$ cat src/rtl/dnn_pkg.sv
// Shared types and helpers for the training sequencer: FSM states, direction
// codes, default widths and the saturating subtract used for the loss.
package dnn_pkg;

   localparam int DW_DEF         = 19;
   localparam int NUM_LAYERS_DEF = 5;
   localparam int EPOCH_W_DEF    = 8;

   localparam logic DIR_FWD = 1'b0;
   localparam logic DIR_BWD = 1'b1;

   typedef enum logic [3:0] {
      S_IDLE,
      S_FWD_ISSUE,
      S_FWD_WAIT,
      S_LOSS,
      S_BWD_ISSUE,
      S_BWD_WAIT,
      S_COMMIT,
      S_NEXT,
      S_FINISH
   } state_t;

   // a - b clamped to the signed range of a w-bit word (w <= 32); the
   // difference is formed one bit wider so it cannot overflow first.
   function automatic logic signed [31:0] sat_sub(input logic signed [31:0] a,
                                                  input logic signed [31:0] b,
                                                  input int w);
      logic signed [32:0] d;
      logic signed [32:0] hi;
      logic signed [32:0] lo;
      d  = 33'(a) - 33'(b);
      hi = (33'sd1 <<< (w - 1)) - 33'sd1;
      lo = -(33'sd1 <<< (w - 1));
      if (d > hi)
         d = hi;
      else if (d < lo)
         d = lo;
      return d[31:0];
   endfunction

endpackage

$ cat src/rtl/dnn_loss_sat.sv
// Registered saturating loss: q <= clamp(a - b) into DW signed bits when en is high.
module dnn_loss_sat
   import dnn_pkg::*;
#(
   parameter int DW = DW_DEF
) (
   input  logic                 clk,
   input  logic                 reset,
   input  logic                 en,
   input  logic signed [DW-1:0] a,
   input  logic signed [DW-1:0] b,
   output logic signed [DW-1:0] q
);

   logic signed [DW-1:0] q_next;

   assign q_next = DW'(sat_sub(32'(a), 32'(b), DW));

   always_ff @(posedge clk or negedge reset) begin
      if (!reset)
         q <= '0;
      else if (en)
         q <= q_next;
   end

endmodule

$ cat src/rtl/dnn_train_sequencer.sv
// Sequences one shared layer engine through forward, loss, backward and weight
// commit phases for a requested number of epochs.
module dnn_train_sequencer
   import dnn_pkg::*;
#(
   parameter int DW         = DW_DEF,
   parameter int NUM_LAYERS = NUM_LAYERS_DEF,
   parameter int EPOCH_W    = EPOCH_W_DEF,
   localparam int LW        = $clog2(NUM_LAYERS)
) (
   input  logic                 clk,
   input  logic                 reset,
   input  logic                 start,
   input  logic                 abort,
   input  logic [EPOCH_W-1:0]   epochs,
   input  logic signed [DW-1:0] target,
   output logic                 eng_start,
   output logic [LW-1:0]        eng_layer,
   output logic                 eng_dir,
   input  logic                 eng_done,
   input  logic signed [DW-1:0] eng_result,
   output logic                 wr_commit,
   output logic signed [DW-1:0] pred,
   output logic signed [DW-1:0] loss,
   output logic [EPOCH_W-1:0]   epoch_cnt,
   output logic                 busy,
   output logic                 done,
   output logic                 converged
);

   localparam logic [LW-1:0] LAST = LW'(NUM_LAYERS - 1);

   state_t               state;
   logic [LW-1:0]        layer;
   logic [EPOCH_W-1:0]   epochs_q;
   logic [EPOCH_W-1:0]   cnt_next;
   logic signed [DW-1:0] tgt;
   logic                 loss_en;

   assign eng_layer = layer;
   assign cnt_next  = epoch_cnt + 1'b1;
   assign loss_en   = (state == S_LOSS) && !abort;

   dnn_loss_sat #(.DW(DW)) u_loss (
      .clk   (clk),
      .reset (reset),
      .en    (loss_en),
      .a     (tgt),
      .b     (pred),
      .q     (loss)
   );

   always_ff @(posedge clk or negedge reset) begin
      if (!reset) begin
         state     <= S_IDLE;
         layer     <= '0;
         epochs_q  <= '0;
         tgt       <= '0;
         eng_start <= 1'b0;
         eng_dir   <= DIR_FWD;
         wr_commit <= 1'b0;
         pred      <= '0;
         epoch_cnt <= '0;
         busy      <= 1'b0;
         done      <= 1'b0;
         converged <= 1'b0;
      end else begin
         // strobes are single-cycle unless re-armed below
         eng_start <= 1'b0;
         wr_commit <= 1'b0;
         done      <= 1'b0;
         if (abort) begin
            state <= S_IDLE;
            busy  <= 1'b0;
         end else begin
            unique case (state)
               S_IDLE: begin
                  if (start) begin
                     epochs_q  <= epochs;
                     tgt       <= target;
                     epoch_cnt <= '0;
                     converged <= 1'b0;
                     busy      <= 1'b1;
                     if (epochs == '0) begin
                        done  <= 1'b1;
                        state <= S_FINISH;
                     end else begin
                        layer     <= '0;
                        eng_dir   <= DIR_FWD;
                        eng_start <= 1'b1;
                        state     <= S_FWD_ISSUE;
                     end
                  end
               end
               S_FWD_ISSUE: state <= S_FWD_WAIT;
               S_FWD_WAIT: begin
                  if (eng_done) begin
                     if (layer < LAST) begin
                        layer     <= layer + 1'b1;
                        eng_start <= 1'b1;
                        state     <= S_FWD_ISSUE;
                     end else begin
                        pred  <= eng_result;
                        state <= S_LOSS;
                     end
                  end
               end
               S_LOSS: begin
                  // zero loss iff target == prediction, so no need to wait for the register
                  if (tgt == pred) begin
                     converged <= 1'b1;
                     done      <= 1'b1;
                     state     <= S_FINISH;
                  end else begin
                     layer     <= LAST;
                     eng_dir   <= DIR_BWD;
                     eng_start <= 1'b1;
                     state     <= S_BWD_ISSUE;
                  end
               end
               S_BWD_ISSUE: state <= S_BWD_WAIT;
               S_BWD_WAIT: begin
                  if (eng_done) begin
                     if (layer != '0) begin
                        layer     <= layer - 1'b1;
                        eng_start <= 1'b1;
                        state     <= S_BWD_ISSUE;
                     end else begin
                        wr_commit <= 1'b1;
                        state     <= S_COMMIT;
                     end
                  end
               end
               S_COMMIT: state <= S_NEXT;
               S_NEXT: begin
                  epoch_cnt <= cnt_next;
                  if (cnt_next == epochs_q) begin
                     done  <= 1'b1;
                     state <= S_FINISH;
                  end else begin
                     layer     <= '0;
                     eng_dir   <= DIR_FWD;
                     eng_start <= 1'b1;
                     state     <= S_FWD_ISSUE;
                  end
               end
               S_FINISH: begin
                  busy  <= 1'b0;
                  state <= S_IDLE;
               end
               default: begin
                  busy  <= 1'b0;
                  state <= S_IDLE;
               end
            endcase
         end
      end
   end

endmodule
$ cat config.mk
export PLATFORM = sky130hd
export DESIGN_NAME = dnn_train_sequencer
export DESIGN_NICKNAME = d
export VERILOG_FILES = /design/src/rtl/dnn_pkg.sv /design/src/rtl/dnn_loss_sat.sv /design/src/rtl/dnn_train_sequencer.sv
export SDC_FILE = /design/constraint.sdc
export NUM_CORES = 1
export LEC_CHECK = 0
export ABC_AREA = 0
export BUFFER_PORTS_ARGS = -buffer_cell sky130_fd_sc_hd__buf_2
export CAP_MARGIN = 20
export CELL_PAD_IN_SITES_DETAIL_PLACEMENT = 2
export CELL_PAD_IN_SITES_GLOBAL_PLACEMENT = 2
export CORE_MARGIN = 4
export CORE_UTILIZATION = 33
export DETAILED_ROUTE_END_ITERATION = 7
export PLACE_DENSITY_LB_ADDON = 0.1
export SLEW_MARGIN = 20
export SYNTH_ARGS = -nofsm -noshare
export SYNTH_HDL_FRONTEND = slang
export SYNTH_SLANG_ARGS = --single-unit
$ cat constraint.sdc
create_clock -name clk -period 3.2 [get_ports clk]
set_clock_uncertainty 0.15 [all_clocks]
set_input_delay 0.32 -clock clk [delete_from_list [all_inputs] [get_ports clk]]
set_output_delay 0.32 -clock clk [all_outputs]
set_load 0.01 [all_outputs]
==> impl_metrics.toml, run 1 <==
[status]
status = "finished, final reports clean"

[floorplanning]
core_mm2 = 0.01464
die_y_um = 130.6
floorplan.initialDensity_pct = 33.87
io_pins = 106
rows = 44
die_area_mm2 = 0.01706
die_w_um = 130.6

[detailed_routing]
vias_per_cell = 5.234
antenna_left = 0
wirelength_um = 15260
vias = 4297
drtIter0Drc = 164
drc = 0
drtPass1Iterations = 4
drt-wirelength-per-cell_um = 18.59

[clock_tree]
cts_tree = "built"
cts.clk_slew.worst_paths_ps = 70
clk_latency_ps = 350
post_cts.repair.setup_buffers = 0
numClockSinks = 86
cts_buffers = 9
cts-root-buf = "clkbuf_16"
ctsHtreeMaxLevel = 3
clockBufferDepth = 2

[yosys]
ys_top_cells_by_count = "86 x dfrtp_1, 69 x nand2_1, 48 x o21ai_0, 40 x nor2_1, 30 x inv_1"
yosysTopAreaCellShare_pct = 43.39
yosys.area.top_type = "dfrtp_1"
synth_top_flop_cell = "dfrtp_1"
syn_area_mm2 = 0.004960
syn_area_per_cell_um2 = 9.393
yosys-top-cells-area = "dfrtp_1 43%, mux2_2 6.6%, nand2_1 5.2%"
syn_inst = 528
yosys_register_bits = 86
syn_nets = 601
ys_warn_count = 0
seq_area_frac_synth_pct = 43.39
synthArstFlopShare_pct = 100.0
yosysMostFrequentCell = "dfrtp_1"
synthDistinctLibCells = 63
synth-edff-count = 0

[power]
total_power_mw = 4.169
leakage_nw = 2.899
ir_drop_mv = 0.3301
p_per_area_mw_per_mm2 = 692.1

[layout]
syn2layout_area_growth_pct = 21.44
fillerInstances = 1646
drive_above_1_share_pct = 28.73
instances_no_fill = 821
fin_area_mm2 = 0.006023
layout.nets = 706
antenna_cells = 0

[worst_setup_path]
worstPathRequired_ps = 3300
start_kind = "register"
r2r-start = "tgt[0]"
path_max_fanout = 7
regToRegSetupSlack_ps = 240
end_kind = "register"
critPathLaunch = "tgt[0]"
critPathKind = "register to register"
critical_path_arrival_ps = 3070

[timing]
tns_ps = 0
finalHoldViolCount = 0
drv_slew = 0
layout_min_cycle_time_ps = 2963
fmax_ghz = 0.3375
setup_viol = 0
period_share_pct = 92.60
tightest_slew_ps = 807.5
grt_setup_unrepaired = "false"
slew_headroom_pct = 45.67
fin_ws_ps = 236.7

[worst_hold_path]
hp-class = "input pin to register"
hold_path.startpoint = "eng_result[5]"

[placement]
gp_congestion = 0.8223
place_area_mm2 = 0.005719
dp_hpwl_um = 11620
dp.cells = 805
portBuffers = 105
pre_cts_ws_ps = 87.82

[global_route]
grt_antenna_before_repair = 0
grt_max_degree = 45
grt_pass1_wl_um = 25340
grt_use_total_pct = 18.91
grt_pass1_vias = 4727
grt-ovfl-total = 0

[flow_run]
max-cap-violations = 0
critical path, cell delays in order (launching register included):
cell and delay (ps):
dfrtp_1 370, inv_1 50, ha_1 150, inv_1 60, fa_1 390, a21o_1 190, a221o_2 370, or4b_4 230
a21o_1 150, nand4_4 120, nor3_4 220, buf_4 190, nor2b_1 50, o21ai_0 160
through the flow:
stage	util [%]	hold WS, ps
detailed placement	39.06	223.0
floorplan	-	-125.6
global route	41.13	26.85
global placement	39.06	216.6
CTS	41.10	16.86
finish	41.13	24.15
cell type report:
class	instances	area (µm²)	share of cell area, %
clock buffers	9	225.2	3.739
flip-flops and latches	86	2152	35.73
multi-input cells	390	2614	43.39
well taps	184	230.2	3.822
clock inverters	6	63.81	1.059
inverters	30	112.6	1.870
repair buffers	116	625.6	10.39
logic make-up after synthesis:
group                      after synthesis  share of synthesized area, %
muxes                                   29                         6.584
and+or+nand+nor                        178                         17.81
AOI/OAI and AO/OA                      136                         17.46
DFF                                     86                         43.39
xor gates and xnor gates                25                         4.717
buffers and inverters                   52                         4.188
adders and majority gates               22                         5.853
where the power goes:
part | switching (mW) | internal (mW) | leakage [nW] | total, mW
clock | 0.449 | 0.599 | 0.137 | 1.05
combinational | 0.938 | 0.680 | 1.71 | 1.62
sequential | 0.172 | 1.33 | 1.05 | 1.50
total | 1.56 | 2.61 | 2.90 | 4.17
final timing paths:
path	depth (start not counted)	end
min	3	pred[5]
max reg2reg	13	u_loss.q[0]
max	13	u_loss.q[0]
min in group asynchronous	2	pred[15]
min reg2reg	2	u_loss.q[14]
max in group asynchronous	3	u_loss.q[5]
timing repair:
item                                    4_1_cts  5_1_grt
resized for setup                             0        1
hold buffers                                  1        0
endpoints found under the setup margin        0        8
endpoints found under the hold margin        42        0
flip-flops by register name, indices dropped and copies added (netlist names):
| name | count |
|---|---|
| eng_start | 1 |
| epoch_cnt | 8 |
| state | 4 |
| converged | 1 |
| epochs_q | 8 |
| u_loss.q | 19 |
| done | 1 |
| wr_commit | 1 |
| busy | 1 |
| eng_layer | 3 |
| pred | 19 |
| eng_dir | 1 |
| tgt | 19 |
cell usage in the layout, fill, tap and decap left out, types with 20 or more instances in the layout:
master	count
buf_2	104
dfrtp_1	86
nand2_1	69
o21ai_0	48
nor2_1	40
inv_1	30
mux2_2	29
a21oi_1	25
ha_1	20
layer usage:
layer	global-route usage, %	routed length (µm)	up-vias
met4	4.900	168	0
li1	-	-	2064
met5	0	0	-
met1	26.12	7383	2142
met2	31.04	7209	80
met3	3.008	497	11
(Power assumes the default switching activity.)
==> inputs of run 2 (changes only) <==
- PLACE_DENSITY: default -> 0.84
- PLACE_DENSITY_LB_ADDON: 0.1 -> default
==> impl_metrics.toml, run 2 (synthesized netlist as in run 1, its figures left out) <==
[status]
status = "finished, final reports clean"

[layout]
drive_above_1_share_pct = 28.57
instances_no_fill = 821
layout_commonest_cell = "buf_2"
fillerInstances = 1642
reg_top3 = "pred (19), tgt (19), u_loss.q (19)"
multiInputGateArea_mm2 = 0.002614
mostFrequentLayoutCells = "104 x buf_2, 86 x dfrtp_1, 69 x nand2_1, 48 x o21ai_0, 40 x nor2_1"
syn2layout_area_growth_pct = 21.49
regArea_mm2 = 0.002152
layout.nets = 705
antenna_cells = 0

[detailed_routing]
antenna_left = 0
vias_per_cell = 5.315
wirelength_um = 15790
drtPass1Iterations = 4
drtIter0Drc = 169
drc = 0
vias = 4364
drt-wirelength-per-cell_um = 19.24

[worst_setup_path]
worstPathRequired_ps = 3310
rr_endpoint = "u_loss.q[5]"
critPathLaunch = "tgt[0]"
slowest_delay_ps = 400
path_max_fanout = 9
cpMaxStageDelayCell = "fa_1"
start_kind = "register"
regToRegSetupSlack_ps = 210
critPathKind = "register to register"
worstPathCellList = "inv_1, ha_1, inv_1, fa_1, a21o_1, a221o_2, or4b_4, a21o_1, nand4_4, nor3_4, buf_4, nor2_1, o21ai_0"
critical_path_arrival_ps = 3100
r2r-start = "tgt[0]"
end_kind = "register"
reg2regPathDepth = 13

[clock_tree]
numClockSinks = 86
post_cts.repair.setup_buffers = 0
ctsHtreeMaxLevel = 3
clockBufferDepth = 2
cts-root-buf = "clkbuf_16"
cts_tree = "built"
cts_buffers = 9
clk_latency_ps = 360
cts.clk_slew.worst_paths_ps = 70

[global_route]
grt_use_total_pct = 19.52
grt_pass1_wl_um = 26110
grt_antenna_before_repair = 0
grt_max_degree = 49
grt_pass1_vias = 4930
grt-ovfl-total = 0

[power]
leakage_nw = 2.902
ir_drop_mv = 0.3301
p_per_area_mw_per_mm2 = 704.8

[timing]
layout_min_cycle_time_ps = 2988
slew_headroom_pct = 49.59
period_share_pct = 93.39
fmax_ghz = 0.3346
grt_setup_unrepaired = "false"
tns_ps = 0
setup_viol = 0
tightest_slew_ps = 749.2
drv_slew = 0
finalHoldViolCount = 0

[floorplanning]
die_w_um = 130.6
die_area_mm2 = 0.01706
io_pins = 106
die_y_um = 130.6
core_mm2 = 0.01464
rows = 44
floorplan.initialDensity_pct = 33.87

[placement]
dp.cells = 804
dp_hpwl_um = 12230
gp_congestion = 0.8490
portBuffers = 105

[worst_hold_path]
hold_path.startpoint = "eng_result[11]"
holdPathStages = 3
hp-class = "input pin to register"
hold_end = "pred[11]"

[flow_run]
max-cap-violations = 0
run 2: report_power, final:
group,internal (mW),switching [mW],total [mW]
clock network,0.651,0.453,1.10
logic,0.677,0.959,1.64
registers,1.33,0.176,1.51
run 2: critical path: cells and delay by family, from the launching register on:
kind | cells | cell delay, ps
buffers and inverters | 3 | 300
AO/OA/AOI/OAI | 4 | 870
flip-flops | 1 | 380
AND/OR/NAND/NOR | 4 | 620
adder cells (fa/ha/maj) | 2 | 570
run 2: worst max path at each step:
stage | end | slack (ps) | depth (start not counted)
global placement | u_loss.q[2] | 280 | 12
global route | u_loss.q[5] | 60 | 13
CTS | u_loss.q[5] | 90 | 10
finish | u_loss.q[5] | 210 | 13
detailed placement | u_loss.q[5] | 110 | 12
floorplan | u_loss.q[14] | 340 | 12
run 2: routing by layer:
metal | track usage [%] | up-vias | part of all wire [%]
met1 | 23.24 | 2214 | 42
li1 | - | 2065 | -
met2 | 35.51 | 75 | 52
met4 | 4.356 | 0 | 0.92
met3 | 4.837 | 10 | 4.3
met5 | 0 | - | 0
run 2: area by class of cell:
cell class | count | area share [%]
repair buffers | 115 | 10.05
clock buffers | 12 | 4.257
flip-flops and latches | 86 | 35.71
well taps | 184 | 3.821
inverters | 30 | 1.869
clock inverters | 4 | 0.9136
multi-input cells | 390 | 43.38
run 2: timing repair:
action / 4_1_cts / 5_1_grt
hold buffers: 1 / 0
endpoints found under the setup margin: 0 / 7
hold endpoints to repair: 46 / 0
gates resized for setup: 0 / 1
run 2: stage by stage:
step           worst slack, ps  instance area [µm²]  power (mW)  hold slack [ps]  util (%)
2_1_floorplan            343.9                 4960       2.592           -125.6         -
3_3_place_gp             278.0                 5699       3.046            231.7     38.92
3_5_place_dp             112.8                 5699       3.163            238.4     38.92
4_1_cts                  94.42                 6021       4.298            6.435     41.11
5_1_grt                  58.99                 6026       4.542            10.76     41.15
6_report                 211.6                 6026       4.247            16.73     41.15
==> inputs of run 3 (changes only) <==
- BUFFER_PORTS_ARGS: -buffer_cell sky130_fd_sc_hd__buf_2 -> default
- CORE_UTILIZATION: 33 -> 39
- DONT_BUFFER_PORTS: default -> 1
- PLACE_DENSITY: 0.84 -> 0.85
- clock period: 3.2 -> 3.1 ns (I/O delays scaled with it)
==> impl_metrics.toml, run 3 (synthesized netlist as in run 1, its figures left out) <==
[status]
status = "finished, final reports clean"

[layout]
reg_top3 = "pred (19), tgt (19), u_loss.q (19)"
antenna_cells = 0
layout_commonest_cell = "dfrtp_1"
syn2layout_area_growth_pct = 22.83
regArea_mm2 = 0.002152
multiInputGateArea_mm2 = 0.002633
mostFrequentLayoutCells = "86 x dfrtp_1, 69 x nand2_1, 48 x dlygate4sd3_1, 42 x o21ai_0, 40 x nor2_1"
drive_above_1_share_pct = 15.33
fillerInstances = 1271
layout.nets = 655

[floorplanning]
rows = 40
die_w_um = 120.8
io_pins = 106
die_y_um = 120.8
die_area_mm2 = 0.01459
core_mm2 = 0.01221
floorplan.initialDensity_pct = 40.61

[clock_tree]
clk_latency_ps = 360
clockBufferDepth = 2
cts_tree = "built"
cts.clk_slew.worst_paths_ps = 70
numClockSinks = 86
post_cts.repair.setup_buffers = 0
ctsHtreeMaxLevel = 3
cts_buffers = 9
cts-root-buf = "clkbuf_16"

[global_route]
grt-ovfl-total = 0
gr-max-usage-layer = "met2"
met2_usage_pct = 48.10
grt_pass1_wl_um = 29510
grt_use_total_pct = 26.17
grt_pass1_vias = 5149
grt_antenna_before_repair = 0
grtUsageMet3_pct = 7.998
grt_util_met1_pct = 29.03
grt_max_degree = 87

[timing]
slew_headroom_pct = 48.18
period_share_pct = 97.09
layout_min_cycle_time_ps = 3010
drv_slew = 0
setup_viol = 0
fmax_ghz = 0.3322
tightest_slew_ps = 770.3
finalHoldViolCount = 0
tns_ps = 0

[worst_setup_path]
crit_family = "compound AO/OA/AOI/OAI gates"
path_max_fanout = 17
worstPathCellList = "inv_1, ha_2, nand2_1, nor3_2, o31a_1, o21ai_1, o221a_2, o21ai_2, nand2_4, o21ai_1"
start_kind = "register"
critical_path_arrival_ps = 3130
cpMaxStageDelayCell = "dfrtp_1"
end_kind = "register"
worstPathRequired_ps = 3220
worst-path-buf-inv = 1
crit_top_cell = "o21ai_1"
critPathKind = "register to register"
slowest_delay_ps = 430

[placement]
portBuffers = 0
gp_congestion = 0.8891
dp_hpwl_um = 11670

[power]
pwr-share-clk_pct = 27.8
p_comb_share_pct = 36.1
leakage_nw = 2.717
seqPwrFrac_pct = 36.1
ir_drop_mv = 0.3302
total_power_mw = 4.657
switching_power_mw = 1.790
p_int_mw = 2.867
netSwitchingFraction_pct = 38.43
p_per_area_mw_per_mm2 = 764.5

[detailed_routing]
wirelength_um = 18770
vias = 4358
antenna_left = 0
drtIter0Drc = 223
drc = 0
vias_per_cell = 5.772
drtPass1Iterations = 4
drt-wirelength-per-cell_um = 24.86

[flow_run]
max-cap-violations = 0

[worst_hold_path]
hp-class = "input pin to register"
==> run 3: power groups by stage <==
stage          Combinational, mW  Clock, mW  Sequential (mW)
2_1_floorplan               1.10          0             1.58
3_3_place_gp                1.34          0             1.66
3_5_place_dp                1.45          0             1.69
4_1_cts                     1.57       1.30             1.67
5_1_grt                     1.83       1.37             1.72
6_report                    1.68       1.30             1.68
==> run 3: layout make-up <==
class / instances / area share (%)
flip-flops and latches: 86 / 35.33
multi-input cells: 390 / 43.21
well taps: 168 / 3.450
clock inverters: 5 / 1.746
repair buffers: 65 / 10.43
clock buffers: 11 / 3.984
inverters: 30 / 1.848
==> run 3: timing repair <==
item | in CTS | in global routing
pin swaps | 0 | 1
hold endpoints to repair | 135 | 0
gates resized for setup | 1 | 14
hold buffers | 49 | 0
gates cloned | 0 | 1
endpoints found under the setup margin | 6 | 19
==> run 3: final timing paths <==
check                         from            to  slack [ps]  depth (start not counted)
setup / recovery           pred[7]   u_loss.q[3]          90                         10
hold / removal               start          done          30                          2
setup reg to reg           pred[7]   u_loss.q[3]          90                         10
hold reg to reg             tgt[0]        tgt[0]         370                          1
max in group asynchronous    reset  eng_layer[2]        2060                          2
min in group asynchronous    reset      pred[14]         390                          2
==> run 3: metal layers <==
metal / vias to the layer above / routed length, µm
li1: 1970 / -
met1: 2257 / 7271
met2: 109 / 9980
met3: 22 / 1169
met4: 0 / 350
met5: - / 0
==> run 3: metrics by stage <==
stage	instance area [µm²]	util [%]	std cells	worst slack [ps]	hold WS, ps
detailed placement	5196	42.55	689	-10.71	-131.2
floorplan	4960	-	528	243.9	-135.6
global route	6092	49.89	755	-55.84	22.72
finish	6092	49.89	755	90.18	27.74
CTS	6058	49.61	754	16.14	21.28
global placement	5196	42.55	689	173.4	-129.3
